<file path="config.mk">
export PLATFORM = sky130hd
export DESIGN_NAME = nc_inv_chk_mc
export DESIGN_NICKNAME = d
export VERILOG_FILES = /design/src/rtl/nc_inv_chk_mc.sv
export SDC_FILE = /design/constraint.sdc
export NUM_CORES = 1
export LEC_CHECK = 0
export BUFFER_PORTS_ARGS = -buffer_cell sky130_fd_sc_hd__buf_2
export CAP_MARGIN = 30
export CELL_PAD_IN_SITES_DETAIL_PLACEMENT = 0
export CELL_PAD_IN_SITES_GLOBAL_PLACEMENT = 1
export CORE_ASPECT_RATIO = 1.5
export CORE_MARGIN = 1
export CORE_UTILIZATION = 31
export CTS_CLUSTER_DIAMETER = 50
export CTS_CLUSTER_SIZE = 20
export DETAILED_ROUTE_END_ITERATION = 6
export GPL_TIMING_DRIVEN = 0
export PLACE_DENSITY = 0.78
export SLEW_MARGIN = 0
export SYNTH_ARGS = -nofsm -noshare
export SYNTH_HDL_FRONTEND = slang
export SYNTH_SLANG_ARGS = --single-unit
</file>
<file path="constraint.sdc">
create_clock -name clk -period 6.7 [get_ports clk]
set_input_delay 1.005 -clock clk [delete_from_list [all_inputs] [get_ports clk]]
set_output_delay 1.005 -clock clk [all_outputs]
set_load 0.02 [all_outputs]
</file>
<file path="src/rtl/nc_inv_chk_mc.sv">
// Multi-channel checker for non-cacheable load returns that also invalidate the I$.
// Detection has a post-reset holdoff, per-channel masking, a saturating count, first-hit capture and a sticky fail.
module nc_inv_chk_mc #(
    parameter int NUM_CH      = 8,
    parameter int CH_W        = 3,
    parameter int CORE_W      = 10,
    parameter int CNT_W       = 8,
    parameter int FAIL_THRESH = 1,
    parameter int HOLDOFF     = 16
) (
    input  logic                     clk,
    input  logic                     rst_l,
    input  logic [NUM_CH-1:0]        cpxpkt_vld,
    input  logic [4*NUM_CH-1:0]      cpxpkt_rtntype,
    input  logic [NUM_CH-1:0]        nc,
    input  logic [NUM_CH-1:0]        wv,
    input  logic [CORE_W*NUM_CH-1:0] coreid,
    input  logic [NUM_CH-1:0]        ch_mask,
    input  logic                     enable,
    input  logic                     warn_only,
    input  logic                     clr,
    output logic                     viol_vld,
    output logic [NUM_CH-1:0]        viol_vec,
    output logic [CH_W-1:0]          viol_ch,
    output logic [CORE_W-1:0]        viol_coreid,
    output logic [CNT_W-1:0]         viol_cnt,
    output logic                     first_vld,
    output logic [CH_W-1:0]          first_ch,
    output logic [CORE_W-1:0]        first_coreid,
    output logic                     fail
);

    localparam int HO_W  = (HOLDOFF > 1) ? $clog2(HOLDOFF + 1) : 1;
    localparam int SUM_W = CNT_W + CH_W + 1;
    localparam logic [HO_W-1:0]  HOLDOFF_INIT = HO_W'(HOLDOFF);
    localparam logic [CNT_W-1:0] CNT_MAX      = {CNT_W{1'b1}};
    localparam logic [SUM_W-1:0] CNT_MAX_EXT  = SUM_W'(CNT_MAX);
    localparam logic [SUM_W-1:0] THRESH_EXT   = SUM_W'(FAIL_THRESH);

    function automatic logic [CH_W:0] popcount(input logic [NUM_CH-1:0] v);
        logic [CH_W:0] sum;
        sum = '0;
        for (int i = 0; i < NUM_CH; i++) begin
            sum = sum + (CH_W + 1)'(v[i]);
        end
        return sum;
    endfunction

    logic [HO_W-1:0]   holdoff_r;
    logic [NUM_CH-1:0] hit_s;
    logic              any_hit_s;
    logic [CH_W-1:0]   lo_ch_s;
    logic [CORE_W-1:0] lo_cid_s;
    logic [CH_W:0]     pop_s;
    logic [CNT_W-1:0]  cnt_base_s;
    logic [SUM_W-1:0]  cnt_sum_s;
    logic [CNT_W-1:0]  cnt_next_s;
    logic              fail_set_s;
    logic              fail_next_s;
    logic              first_vld_next_s;
    logic [CH_W-1:0]   first_ch_next_s;
    logic [CORE_W-1:0] first_cid_next_s;

    logic              viol_vld_r;
    logic [NUM_CH-1:0] viol_vec_r;
    logic [CH_W-1:0]   viol_ch_r;
    logic [CORE_W-1:0] viol_coreid_r;
    logic [CNT_W-1:0]  viol_cnt_r;
    logic              first_vld_r;
    logic [CH_W-1:0]   first_ch_r;
    logic [CORE_W-1:0] first_coreid_r;
    logic              fail_r;

    // Per-channel raw hit detection, gated by enable and the holdoff window
    always_comb begin
        hit_s = '0;
        for (int i = 0; i < NUM_CH; i++) begin
            hit_s[i] = cpxpkt_vld[i] & (cpxpkt_rtntype[4*i +: 4] == 4'b0000)
                     & nc[i] & wv[i] & ~ch_mask[i];
        end
        if (enable && (holdoff_r == '0)) begin
            hit_s = hit_s;
        end else begin
            hit_s = '0;
        end
    end

    // Lowest-index violating channel; scanning downward lets the lowest index win
    always_comb begin
        lo_ch_s  = '0;
        lo_cid_s = '0;
        for (int i = NUM_CH - 1; i >= 0; i--) begin
            lo_ch_s  = hit_s[i] ? CH_W'(i) : lo_ch_s;
            lo_cid_s = hit_s[i] ? coreid[CORE_W*i +: CORE_W] : lo_cid_s;
        end
    end

    // Counter, capture and fail next-state; a clear restarts from zero but keeps this cycle's hits
    always_comb begin
        any_hit_s  = |hit_s;
        pop_s      = popcount(hit_s);
        cnt_base_s = clr ? '0 : viol_cnt_r;
        cnt_sum_s  = SUM_W'(cnt_base_s) + SUM_W'(pop_s);
        if (cnt_sum_s > CNT_MAX_EXT) begin
            cnt_next_s = CNT_MAX;
        end else begin
            cnt_next_s = cnt_sum_s[CNT_W-1:0];
        end
        fail_set_s = ~warn_only & (SUM_W'(cnt_next_s) >= THRESH_EXT);
        if (clr) begin
            fail_next_s = fail_set_s;
        end else if (enable) begin
            fail_next_s = fail_r | fail_set_s;
        end else begin
            fail_next_s = fail_r;
        end
        first_vld_next_s = first_vld_r;
        first_ch_next_s  = first_ch_r;
        first_cid_next_s = first_coreid_r;
        if (clr) begin
            first_vld_next_s = any_hit_s;
            first_ch_next_s  = lo_ch_s;
            first_cid_next_s = lo_cid_s;
        end else if (!first_vld_r && any_hit_s) begin
            first_vld_next_s = 1'b1;
            first_ch_next_s  = lo_ch_s;
            first_cid_next_s = lo_cid_s;
        end else begin
            first_vld_next_s = first_vld_r;
        end
    end

    // State and registered outputs
    always_ff @(posedge clk or negedge rst_l) begin
        if (!rst_l) begin
            holdoff_r      <= HOLDOFF_INIT;
            viol_vld_r     <= 1'b0;
            viol_vec_r     <= '0;
            viol_ch_r      <= '0;
            viol_coreid_r  <= '0;
            viol_cnt_r     <= '0;
            first_vld_r    <= 1'b0;
            first_ch_r     <= '0;
            first_coreid_r <= '0;
            fail_r         <= 1'b0;
        end else begin
            if (holdoff_r != '0) begin
                holdoff_r <= holdoff_r - HO_W'(1);
            end else begin
                holdoff_r <= holdoff_r;
            end
            viol_vld_r     <= any_hit_s;
            viol_vec_r     <= hit_s;
            viol_ch_r      <= lo_ch_s;
            viol_coreid_r  <= lo_cid_s;
            viol_cnt_r     <= cnt_next_s;
            first_vld_r    <= first_vld_next_s;
            first_ch_r     <= first_ch_next_s;
            first_coreid_r <= first_cid_next_s;
            fail_r         <= fail_next_s;
        end
    end

    assign viol_vld     = viol_vld_r;
    assign viol_vec     = viol_vec_r;
    assign viol_ch      = viol_ch_r;
    assign viol_coreid  = viol_coreid_r;
    assign viol_cnt     = viol_cnt_r;
    assign first_vld    = first_vld_r;
    assign first_ch     = first_ch_r;
    assign first_coreid = first_coreid_r;
    assign fail         = fail_r;

endmodule

</file>
After elaboration in Yosys (flattened, before gate mapping)

Index checks and enable logic that the tools add are counted.

Input port bits: 149
Word-level logic and storage cells: 107
Output and inout port bits: 45
Register bits after elaboration: 50

Add/sub/neg operators: 9
Magnitude comparators: 2
Reductions and logical operators: 16
Multiplexer cells: 27
Bitwise gates (word level): 43

Operator list:

| cell                                                | number |
|---|---|
| 2-to-1 mux 10 bit                                   | 10 |
| AND 1 bit                                           | 33 |
| logical NOT 4 bit                                   | 8 |
| 2-to-1 mux 3 bit                                    | 10 |
| 2-to-1 mux 8 bit                                    | 3 |
| adder 4 x 1 -> 4 bit                                | 4 |
| adder 8 x 4 -> 9 bit                                | 1 |
| > comparator 9 x 8 -> 1 bit, second input constant  | 1 |
| NOT 1 bit                                           | 9 |
| >= comparator 8 x 1 -> 1 bit, second input constant | 1 |
| OR reduction 8 bit                                  | 1 |
| logical NOT 5 bit                                   | 1 |
| nonzero test 5 bit                                  | 1 |
| subtractor 5 x 1 -> 5 bit, second input constant    | 1 |
| adder 3 x 1 -> 4 bit                                | 1 |
| 2-to-1 mux 1 bit                                    | 4 |
| nonzero test 2 bit                                  | 2 |
| adder 2 x 1 -> 3 bit                                | 1 |
| adder 1 x 1 -> 2 bit                                | 1 |
| logical AND 1 bit                                   | 2 |
| logical NOT 1 bit                                   | 1 |
| bitwise OR 1 bit                                    | 1 |

Logic depth before layout (Yosys ltp)

Gate-level depths: netlist (run 1).

Word-level depth: 21
Mapped depth: 23
Gate-level depth less buffers: 20

Worst setup path after synthesis (run 1)

Ideal clock, no wire load.

Kind: input-to-reg
From: input cpxpkt_rtntype[1]
To: register fail_r, in the netlist fail
Stages on the path: 19
Setup time: 0.088 ns
Required time: 6.612 ns
Arrival time: 5.508 ns
Setup slack: 1.104 ns
Cells stage by stage: or4_1 or2_2 nor2_1 buf_2 fa_1 fa_1 inv_1 fa_1 inv_1 fa_1 inv_1 fa_1 nor2b_1 o21a_1 or2_2 clkbuf_1 a221oi_1 nor3_1 a41oi_1

Cells in the longest elaborated chain, start to end: 21

RTL lines:

| element                        | RTL line | RTL |
|---|---|---|
| from (decl)                    | 14       | `input logic [4*NUM_CH-1:0] cpxpkt_rtntype,` |
| logical NOT 4 bit *            | 78       | `hit_s[i] = cpxpkt_vld[i] & (cpxpkt_rtntype[4*i +: 4] == 4'b0000)` |
| AND 1 bit *                    | 78       |  |
| AND 1 bit * (3 in a row)       | 79       | `& nc[i] & wv[i] & ~ch_mask[i];` |
| 2-to-1 mux 8 bit *             | 81       | `if (enable && (holdoff_r == '0)) begin` |
| net hit_s[0]                   | 50       | `logic [NUM_CH-1:0] hit_s;` |
| adder 1 x 1 -> 2 bit *         | 44       | `sum = sum + (CH_W + 1)'(v[i]);` |
| adder 2 x 1 -> 3 bit *         | 44       |  |
| adder 3 x 1 -> 4 bit *         | 44       |  |
| [... 5 more ...]               | n/a      |  |
| > comparator 9 x 8 -> 1 bit    | 104      | `if (cnt_sum_s > CNT_MAX_EXT) begin` |
| 2-to-1 mux 8 bit *             | 104      |  |
| net cnt_next_s[6]              | 57       | `logic [CNT_W-1:0] cnt_next_s;` |
| >= comparator 8 x 1 -> 1 bit * | 109      | `fail_set_s = ~warn_only & (SUM_W'(cnt_next_s) >= THRESH_EXT);` |
| AND 1 bit *                    | 109      |  |
| bitwise OR 1 bit               | 113      | `fail_next_s = fail_r \| fail_set_s;` |
| 2-to-1 mux 1 bit               | 112      | `end else if (enable) begin` |
| 2-to-1 mux 1 bit *             | 110      | `if (clr) begin` |
| to (signal assigned)           | 160      | `fail_r <= fail_next_s;` |
| to (decl)                      | 72       | `logic fail_r;` |

Mark *: on every way through the listed nets, which the timed path passes. The rest lies on a longest branch. The select of a mux whose other input is x is not followed.
A chain may end at the register's enable or synchronous reset.

Final worst setup path (run 1)

Same ends and word-level chain as after synthesis.

==> impl_metrics.py, run 1 <==
metrics = {
    "outcome": {
        "status": "finished, final reports clean",
    },
    "routing": {
        "wl_um": 12200,
        "route.antenna.remaining_nets": 0,
        "drcViolationCount": 0,
        "drtPass1Iterations": 5,
        "drtIter0Drc": 167,
        "via_per_inst": 5.35,
        "vias": 3571,
        "wire_per_inst_um": 18.2,
    },
    "floorplanning": {
        "die_width_um": 85.2,
        "coreArea_um2": 10100,
        "die_area_um2": 10800,
        "ios": 194,
        "die_height_um": 127,
        "initial_core_util_pct": 31.9,
        "fp-row-count": 45,
    },
    "critical_path": {
        "crit_required_ns": 6.86,
        "critical_path_arrival_ns": 6.13,
        "crit_top_cell": "fa_1",
        "path_buf_inv": 5,
        "critical-path-max-stage-delay_ns": 0.56,
        "critPathCaptureType": "flop",
        "cp_slowest_cell": "or4_1",
        "critical_path_class": "primary input to flop",
        "critical_path.top_delay_family": "adder cells",
        "crit_fanout": 11,
        "start_kind": "primary input",
        "cp_cell_sequence": "buf_2 > or4_1 > or2_2 > nor2_1 > buf_2 > fa_1 > fa_1 > inv_1 > fa_1 > inv_1 > fa_1 > inv_1 > fa_1 > nor2b_1 > o21a_1 > o21ai_0 > nand2b_1 > nor3_1 > a41oi_1",
    },
    "sta": {
        "setup_tns_ns": 0,
        "fmax_mhz": 168,
        "max_slew.worst_pin.slew_ns": 0.806,
        "rsz0062_at_grt": "false",
        "slew_violations": 0,
        "setup_viol": 0,
        "relSlewSlack_pct": 45.6,
        "fin_crit_sh_pct": 89.0,
        "fin_skew_ns": 0.00541,
        "period_minus_slack_ns": 5.97,
        "finalHoldViolCount": 0,
    },
    "synthesis": {
        "ys.flop_type": "dfrtp_1",
        "yosysUniqueCellTypes": 61,
        "synth-edff-count": 0,
        "ys_seq_elements": 50,
        "synth.most_common_cell": "dfrtp_1",
        "postSynthNetCount": 510,
        "synth_top_area_share_pct": 38.1,
        "synth_cells": 347,
        "yosysTopAreaCell": "dfrtp_1",
        "synth_common_cells": "49 x dfrtp_1, 37 x nor2_1, 25 x a21oi_1, 20 x nand2_1, 20 x o21ai_0",
        "yosysSeqAreaShare_pct": 38.9,
        "synth_area_per_cell_um2": 9.27,
        "synthArstFlopShare_pct": 100,
        "yosysWarnings": 0,
        "ys_top_cells_by_area": "dfrtp_1 38%, nor2_1 4.3%, a21oi_1 3.9%",
        "netlist_area_um2": 3220,
    },
    "global_routing": {
        "grt_max_degree": 38,
        "grt_pass1_vias": 3591,
        "gr-usage-all-layers_pct": 22.8,
        "grt_pass1_wl_um": 18500,
        "antenna_found_initial": 2,
        "overflow": 0,
    },
    "clocking": {
        "cts_buffer_depth": 2,
        "cts_sinks": 50,
        "worstSkewPairLatency_ns": 0.30,
        "cts_max_level": 2,
        "numCtsBuffers": 5,
        "cts-root-buf": "clkbuf_16",
        "cts.clk_slew.worst_paths_ns": 0.07,
        "holdBufCountCts": 0,
        "cts_tree": "built",
    },
    "place": {
        "place_congestion": 0.862,
        "io_buffers": 193,
        "dp_hpwl_um": 9920,
    },
    "power_and_ir_drop": {
        "p_leak_nw": 2.42,
        "p_per_area_nw_per_um2": 149,
        "ir_drop_mv": 0.0889,
    },
    "layout": {
        "syn_to_final_growth_pct": 40.4,
        "final_net_count": 711,
        "final_core_util_pct": 44.8,
        "fillers": 1013,
        "drive_above_1_share_pct": 42.8,
    },
    "job": {
        "drv_cap": 0,
    },
    "worst_hold_path": {
        "hp-class": "flop to flop",
    },
}
-- path summary, 6_finish.rpt --
check	to	slack, ns	cells after the start	start
setup / recovery	fail	0.73	19	cpxpkt_rtntype[1]
hold / removal	first_coreid[1]	0.49	1	first_coreid[1]
setup reg to reg	fail	0.92	20	holdoff_r[0]
hold reg to reg	first_coreid[1]	0.49	1	first_coreid[1]
max in group asynchronous	holdoff_r[4]	5.52	2	rst_l
min in group asynchronous	viol_coreid[4]	0.60	1	rst_l
-- metal layers --
layer | global-route usage, % | vias to the layer above | part of all wire [%]
met4 | 8.97 | 0 | 2.7
met3 | 3.97 | 26 | 6.7
li1 | - | 1699 | -
met2 | 44.8 | 162 | 55
met5 | 0 | - | 0
met1 | 23.1 | 1684 | 36
-- power breakdown --
group | switching, mW | total, mW | internal, mW
sequential | 0.00277 | 0.310 | 0.307
combinational | 0.0484 | 0.0941 | 0.0457
clock | 0.125 | 0.268 | 0.143
-- through the flow --
| stage | instances | cell area [µm²] | hold WS (ns) | setup slack, ns | power (mW) |
|---|---|---|---|---|---|
| finish | 668 | 4510 | 0.490 | 0.734 | 0.672 |
| floorplan | 347 | 3220 | 0.469 | 1.10 | 0.345 |
| global route | 668 | 4510 | 0.528 | 0.245 | 0.702 |
| CTS | 666 | 4500 | 0.494 | 0.432 | 0.679 |
| detailed placement | 658 | 4350 | 0.478 | 0.354 | 0.410 |
| global placement | 657 | 4330 | 0.470 | 0.339 | 0.407 |
-- layout make-up --
class	instances	area [µm²]	share of cell area, %
antenna	2	5.00	0.111
buffer	17	90.1	2.00
clock buffer	5	125	2.77
clock inverter	3	28.8	0.638
inverter	19	71.3	1.58
multi-input combinational	261	1810	40.1
sequential	50	1250	27.8
tap	117	146	3.24
timing repair buffer	194	986	21.8
-- cells by family (layout without fill, tap and decap cells) --
family	count (synthesis)	after routing	share of synthesized area, %
compound gates	107	107	23.3
xor+xnor	4	4	1.09
fa+ha+maj	14	14	6.61
mux	7	7	2.41
simple gates	129	129	22.6
other cells	0	2	0
buf+inv	36	238	5.02
flops	50	50	38.9
-- repair_timing --
| item | in CTS | in global routing |
|---|---|---|
| gates resized for setup | 0 | 1 |
| setup endpoints to repair | 0 | 1 |
| buffers inserted | 0 | 0 |
-- sequential cells by signal, summed over array words and instances (netlist names) --
register      flops
first_vld         1
viol_vec          8
viol_cnt          8
holdoff_r         5
viol_coreid      10
first_coreid     10
fail              1
first_ch          3
viol_vld          1
viol_ch           3
-- cells in the final DEF, fill, tap and decap left out, types with 5 or more instances in the layout --
cell type and count:
nor2b_1 8, o21ai_0 20, nand2_1 20, clkbuf_1 8, a22oi_1 6, inv_1 19
fa_1 5, nor4_1 7, a31oi_1 9, nor2_1 37, mux2_2 5, or2_2 7
nand4b_1 5, buf_2 199, a222oi_1 6, nand3_1 8, clkbuf_16 5, a21oi_1 25
nor3_1 7, ha_1 9, a21o_1 5, dfrtp_1 49, or4_1 5
No activity file was read; power rests on OpenSTA's default activity.
==> run 2, diff against run 1 <==
--- a/config.mk
+++ b/config.mk
@@ -12,10 +12,10 @@
 export CORE_ASPECT_RATIO = 1.5
 export CORE_MARGIN = 1
 export CORE_UTILIZATION = 31
-export CTS_CLUSTER_DIAMETER = 50
+export CTS_CLUSTER_DIAMETER = 60
 export CTS_CLUSTER_SIZE = 20
 export DETAILED_ROUTE_END_ITERATION = 6
-export GPL_TIMING_DRIVEN = 0
+export GPL_TIMING_DRIVEN = 1
 export PLACE_DENSITY = 0.78
 export SLEW_MARGIN = 0
 export SYNTH_ARGS = -nofsm -noshare
==> impl_metrics.py, run 2 (same netlist as run 1, synthesis figures left out) <==
metrics = {
    "critical_path": {
        "crit_fanout": 14,
        "critical_path_class": "flop to flop",
        "crit_required_ns": 6.86,
        "ff2ff_setup_slack_ns": 1.18,
        "critPathCaptureType": "flop",
        "critical_path_arrival_ns": 5.68,
        "start_kind": "flop",
    },
    "power_and_ir_drop": {
        "clkPwrFrac_pct": 40.1,
        "p_per_area_nw_per_um2": 150,
        "p_leak_nw": 2.39,
        "power_frac_comb_pct": 13.8,
        "ir_drop_mv": 0.103,
        "seq_power_share_pct": 46.1,
        "swShare_pct": 26.4,
        "p_int_uw": 494,
        "power.switching_uw": 177,
    },
    "floorplanning": {
        "initial_core_util_pct": 31.9,
        "die_height_um": 127,
        "coreArea_um2": 10100,
        "fp-row-count": 45,
        "die_area_um2": 10800,
        "ios": 194,
        "die_width_um": 85.2,
    },
    "clocking": {
        "cts_sinks": 50,
        "worstSkewPairLatency_ns": 0.30,
        "cts_buffer_depth": 2,
        "post_cts_buffers": 0,
        "holdBufCountCts": 0,
        "numCtsBuffers": 5,
        "cts_tree": "built",
        "cts_max_level": 2,
        "postCtsResizedCells": 0,
        "cts-root-buf": "clkbuf_16",
        "cts.clk_slew.worst_paths_ns": 0.07,
    },
    "layout": {
        "syn_to_final_growth_pct": 38.8,
        "final_net_count": 701,
        "ff_latch_area_um2": 1250,
        "drive_above_1_share_pct": 43.2,
        "fin_cells": 657,
        "fillers": 1007,
        "multi_input_area_um2": 1810,
        "mostFrequentLayoutCells": "193 x buf_2, 49 x dfrtp_1, 37 x nor2_1",
        "stdcell_area_um2": 4460,
        "final_common_cell": "buf_2",
    },
    "sta": {
        "finalHoldViolCount": 0,
        "rsz0062_at_grt": "false",
        "slew_violations": 0,
        "fmax_mhz": 181,
        "fin_crit_sh_pct": 82.4,
        "max_slew.worst_pin.slew_ns": 0.699,
        "period_minus_slack_ns": 5.52,
        "setup_viol": 0,
        "relSlewSlack_pct": 52.8,
        "fin_skew_ns": 0.00654,
        "setup_tns_ns": 0,
    },
    "routing": {
        "drtPass1Iterations": 5,
        "drcViolationCount": 0,
        "vias": 3551,
        "wire_per_inst_um": 18.4,
        "via_per_inst": 5.40,
        "drtIter0Drc": 158,
        "wl_um": 12100,
        "route.antenna.remaining_nets": 0,
    },
    "place": {
        "dp_hpwl_um": 9690,
        "placed_area_um2": 4310,
        "io_buffers": 193,
        "dp.cells": 648,
        "place_congestion": 0.861,
    },
    "outcome": {
        "status": "finished, final reports clean",
    },
    "global_routing": {
        "gr-usage-all-layers_pct": 22.4,
        "grt_max_degree": 51,
        "antenna_found_initial": 1,
        "overflow": 0,
        "grt_pass1_wl_um": 18400,
        "grt_pass1_vias": 3529,
    },
    "job": {
        "drv_cap": 0,
    },
    "worst_hold_path": {
        "hp-class": "flop to flop",
    },
}
==> run 2: cell count changes in the layout (fill, tap and decap cells not counted), sizes merged <==
| cell | change |
|---|---|
| diode | -1 |
| buf | -2 |
| clkbuf | -8 |
==> run 2: final cells by class <==
| cell class | instances | share of cell area (%) |
|---|---|---|
| clock inverter | 3 | 0.589 |
| inverter | 19 | 1.60 |
| tap | 117 | 3.28 |
| timing repair buffer | 201 | 23.1 |
| sequential | 50 | 28.1 |
| antenna | 1 | 0.0561 |
| multi-input combinational | 261 | 40.5 |
| clock buffer | 5 | 2.80 |
==> run 2: per-layer routing <==
layer	vias to the layer above	track usage [%]	part of all wire [%]
li1	1676	-	-
met1	1666	23.6	36
met2	182	42.4	54
met3	27	3.77	7.5
met4	0	10.5	3.3
met5	-	0	0
==> run 2: worst max-delay path, cell delays in order, from the launching register on <==
cell and delay [ns]:
dfrtp_1 0.41, inv_1 0.09, ha_1 0.21, or4b_1 0.69
nor2_2 0.15, buf_4 0.22, nand2_1 0.10, inv_1 0.10
fa_1 0.46, fa_1 0.53, inv_1 0.05, fa_1 0.47
inv_1 0.05, fa_1 0.37, inv_1 0.08, fa_1 0.20
nor2b_1 0.06, o21a_1 0.20, o21ai_0 0.49, nand2b_1 0.14
nor3_1 0.20, a41oi_1 0.13
==> run 2: power groups by stage <==
stage	logic, mW	clock network, mW	registers [mW]
final	0.0926	0.269	0.310
after global routing	0.101	0.286	0.310
after CTS	0.0934	0.272	0.310
after detailed placement	0.0930	0	0.316
after global placement	0.0912	0	0.316
after floorplan	0.0227	0	0.322
==> run 2: worst paths after layout <==
kind	cells past startpoint	to	start
worst min-delay path	1	first_ch[0]	first_ch[0]
min in group asynchronous	2	viol_coreid[4]	rst_l
worst max-delay path	21	fail	holdoff_r[0]
worst max register to register	21	fail	holdoff_r[0]
worst min register to register	1	first_ch[0]	first_ch[0]
max in group asynchronous	2	viol_vec[3]	rst_l
==> run 2: through the flow <==
stage	total power, mW	worst slack, ns	hold slack, ns	util, %
floorplan	0.345	1.10	0.469	-
global placement	0.407	1.04	0.467	42.6
detailed placement	0.409	0.848	0.498	42.8
CTS	0.675	1.14	0.514	44.3
global route	0.697	0.652	0.544	44.3
finish	0.671	1.18	0.511	44.3
